**src/rtl/pipe_skid_reg.sv**
```systemverilog
// pipe_skid_reg: two-entry skid buffer between a valid/ready writer and reader.
// main drives out_data; skid catches the word accepted while the reader stalls.
// in_ready is registered, so it has no combinational path from out_ready.
module pipe_skid_reg #(
   parameter int WIDTH = 26
) (
   input  logic             clk,
   input  logic             rst,
   input  logic             in_valid,
   output logic             in_ready,
   input  logic [WIDTH-1:0] in_data,
   output logic             out_valid,
   input  logic             out_ready,
   output logic [WIDTH-1:0] out_data,
   output logic [1:0]       occupancy
);

   typedef enum logic [1:0] {
      EMPTY = 2'd0,
      BUSY  = 2'd1,
      FULL  = 2'd2
   } state_t;

   state_t           state, state_nxt;
   logic [WIDTH-1:0] main_q, main_nxt;
   logic [WIDTH-1:0] skid_q, skid_nxt;
   logic             rdy_q, rdy_nxt;
   logic             in_fire, out_fire;

   assign in_fire  = in_valid & rdy_q;
   assign out_fire = out_valid & out_ready;
   assign in_ready = rdy_q;
   assign out_data = main_q;

   // State and data registers; reset clears everything and reopens the input.
   always_ff @(posedge clk or posedge rst) begin
      if (rst) begin
         state  <= EMPTY;
         main_q <= '0;
         skid_q <= '0;
         rdy_q  <= 1'b1;
      end else begin
         state  <= state_nxt;
         main_q <= main_nxt;
         skid_q <= skid_nxt;
         rdy_q  <= rdy_nxt;
      end
   end

   // Next-state and register loads; in_ready is precomputed from the next state.
   always_comb begin
      state_nxt = state;
      main_nxt  = main_q;
      skid_nxt  = skid_q;
      case (state)
         EMPTY: begin
            if (in_fire) begin
               main_nxt  = in_data;
               state_nxt = BUSY;
            end
         end
         BUSY: begin
            if (in_fire && out_fire) begin
               main_nxt = in_data;
            end else if (in_fire) begin
               skid_nxt  = in_data;
               state_nxt = FULL;
            end else if (out_fire) begin
               state_nxt = EMPTY;
            end
         end
         FULL: begin
            if (out_fire) begin
               main_nxt  = skid_q;
               state_nxt = BUSY;
            end
         end
         default: state_nxt = EMPTY;
      endcase
      rdy_nxt = (state_nxt != FULL);
   end

   // Status outputs decoded from the state.
   always_comb begin
      out_valid = 1'b0;
      occupancy = 2'd0;
      case (state)
         BUSY: begin
            out_valid = 1'b1;
            occupancy = 2'd1;
         end
         FULL: begin
            out_valid = 1'b1;
            occupancy = 2'd2;
         end
         default: begin
            out_valid = 1'b0;
            occupancy = 2'd0;
         end
      endcase
   end

endmodule
```
**config.mk**
```make
export PLATFORM = sky130hd
export DESIGN_NAME = pipe_skid_reg
export DESIGN_NICKNAME = d
export VERILOG_FILES = /design/src/rtl/pipe_skid_reg.sv
export SDC_FILE = /design/constraint.sdc
export NUM_CORES = 1
export LEC_CHECK = 0
export CAP_MARGIN = 30
export CELL_PAD_IN_SITES_DETAIL_PLACEMENT = 1
export CELL_PAD_IN_SITES_GLOBAL_PLACEMENT = 2
export CORE_UTILIZATION = 33
export CTS_CLUSTER_DIAMETER = 60
export CTS_CLUSTER_SIZE = 10
export DETAILED_ROUTE_END_ITERATION = 8
export PLACE_DENSITY_LB_ADDON = 0.1
export SYNTH_ARGS = -nofsm -noshare
export SYNTH_HDL_FRONTEND = slang
export SYNTH_SLANG_ARGS = --single-unit
```
**constraint.sdc**
```tcl
create_clock -name clk -period 2.2 [get_ports clk]
set_input_delay 0.44 -clock clk [delete_from_list [all_inputs] [get_ports clk]]
set_output_delay 0.44 -clock clk [all_outputs]
set_load 0.005 [all_outputs]
```
==> impl_metrics.toml <==
[status]
status = "completed"

[power_and_ir_drop]
p_int_mw = 3.45
pwr-share-comb_pct = 48.6
clkPwrFrac_pct = 14.2
seqPwrFrac_pct = 37.2
p_switching_mw = 1.42
p_leak_nw = 1.46
vdd_drop_max_mv = 0.534
switching_share_pct = 29.2
cellPowerDensity_nw_per_um2 = 1390

[global_routing]
grtUsageTotal_pct = 14.4
grt_pass1_wl_mm = 9.43
grt_overflow = 0
grt_max_degree = 39
grt_pass1_vias = 1805
antenna_found_initial = 0

[timing]
clock_skew_ps = 8.03
max_freq_mhz = 465
final-hold-violation-count = 0
finalMaxSlewViolations = 0
setup_viol = 0
period_share_pct = 97.8
tightest_slew_ps = 420
period_needed_ps = 2150
rsz0062_at_grt = "yes"
hold_ws_ps = 437
slew_headroom_pct = 72.0

[floorplanning]
start_util_pct = 34.3
rows = 32
die_y_um = 91.6
pin_count = 60
core_um2 = 7730
dieWidth_um = 91.6
dieArea_um2 = 8390

[clocking]
numCtsBuffers = 5
clock-sinks = 55
h-tree-depth = 2
cts_root_buf = "clkbuf_8"
cts_max_path_buffers = 2
cts.clk_slew.worst_paths_ps = 100
hold_buffers = 0
cts_tree = "built"
clk_latency_ps = 310

[detailed_routing]
ant_nets = 0
drtPass1Iterations = 4
via_per_inst = 4.73
drtIter0Drc = 37
routed_wl_mm = 5.55
drcViolationCount = 0
wl_per_cell_um = 16.2
vias = 1623

[synth]
syn_area_per_cell_um2 = 15.3
yosys.area_share.adder_pct = 1.89
yosys.area_share.simple_pct = 2.27
synth_compound_area_share_pct = 2.50
syn_nets = 207
synth-edff-count = 0
synthArstFlopShare_pct = 100
synth_flop_cell = "dfrtp_1"
synth_xor_area_share_pct = 0.331
synthMuxAreaShare_pct = 36.0
ys_warn_count = 0
postSynthCellCount = 173
synth_top_family_by_area = "multiplexers"
synth_cell_types = 28
ys_ff_latch = 55
ys_seq_area_share_pct = 52.0
syn_area_um2 = 2650

[placed_design]
gp_congestion = 0.891
hpwl_mm = 3.82
post_dp_cell_area_um2 = 3360
io_buffers = 59

[layout]
n_antenna_cell = 0
layout_common_cells = "clkdlybuf4s50_1 (59), dfrtp_1 (54), mux2_2 (48)"
final_common_cell = "clkdlybuf4s50_1"
final_net_count = 274
areaGrowthSynthToFinish_pct = 32.5
fillCellCount = 771
regArea_um2 = 1380
final_area_um2 = 3510
multiInputGateArea_um2 = 1140
drive_above_1_share_pct = 38.6

[min_path]
min_path_type = "input port to asynchronous set/reset pin"

[setup_path]
crit_start = "state[0]"
slowest_delay_ps = 510
required_ps = 1760
criticalPathCategory = "flip-flop to primary output"
cp_cell_sequence = "inv_1 -> ha_2 -> buf_12 -> clkdlybuf4s50_1"
crit_path_start_kind = "flip-flop"
arrival_ps = 1710
cp_max_fo = 14
reg2regPathDepth = 7
worstSetupEndpointType = "primary output"
r2r_start = "state[1]"
cpMaxStageDelayCell = "clkdlybuf4s50_1"

[flow_run]
drv_cap = 0
-- cells by family after synthesis --
group           count (synthesis)
buf+inv                        14
mux                            78
flops                          55
simple gates                   12
compound gates                  9
fa+ha+maj                       4
xor+xnor                        1
-- power by group through the flow --
stage               Sequential, mW  Combinational [mW]  Clock (mW)
floorplan                     1.79                1.48           0
global placement              1.81                2.26           0
detailed placement            1.84                2.33           0
CTS                           1.82                2.40       0.720
global route                  1.89                2.56       0.758
finish                        1.81                2.36       0.693
-- through the flow --
stage                     utilization [%]  total power [mW]  instances  TNS (ps)  setup WS, ps
after floorplan                         -              3.27        173         0           206
after global placement               43.4              4.07        332         0          43.2
after detailed placement             43.4              4.17        332     -4.84         -4.84
after CTS                            45.3              4.94        343         0          18.6
after global routing                 45.4              5.21        343     -65.4         -33.1
final                                45.4              4.87        343         0          48.3
-- flip-flops by register name (all words and copies together), names as in the netlist --
name / flops
skid_q: 26
state: 2
out_data: 26
in_ready: 1
-- worst paths after layout --
kind | endpoint | slack, ps
max in group asynchronous | out_data[25] | 1220
hold / removal | out_data[24] | 440
hold reg to reg | skid_q[16] | 490
setup reg to reg | out_data[21] | 150
min in group clk | skid_q[16] | 490
setup / recovery | occupancy[1] | 50
-- synthesized netlist by cell type, types with 2 or more instances --
cell type,count,area [um2]
ha_1,4,50.1
mux2_1,10,113
inv_1,5,18.8
buf_6,4,45.0
buf_12,2,40.0
nand2_1,5,18.8
mux2_2,48,541
dlymetal6s2s_1,2,25.0
dfrtp_1,54,1350
a31oi_1,2,12.5
mux2_4,20,300
-- worst max-delay path, delay by kind of cell (launching register included) --
kind	cells	cell delay, ps
buffers and inverters	3	760
flip-flops	1	410
adder cells (fa/ha/maj)	1	230
-- repair_timing --
| action | in CTS | in global routing |
|---|---|---|
| setup endpoints to repair | 2 | 3 |
| hold endpoints to repair | 0 | 0 |
| buffers inserted | 3 | 0 |
| resized for setup | 3 | 2 |
| pin swaps | 0 | 0 |
-- final cells by class --
type	instances	area share [%]
timing repair buffer	69	20.7
sequential	55	39.2
tap	102	3.64
inverter	5	0.535
clock inverter	3	1.32
clock buffer	5	1.96
multi-input combinational	104	32.6
-- layer usage --
metal	part of all wire, %	wire [um]	GRT usage [%]	vias up
met5	0	0	0	-
met4	1.3	72	4.23	0
met3	3.4	187	2.90	7
met2	52	2860	24.9	39
met1	44	2430	18.2	832
li1	-	-	-	745
No activity file was read; power rests on OpenSTA's default activity.
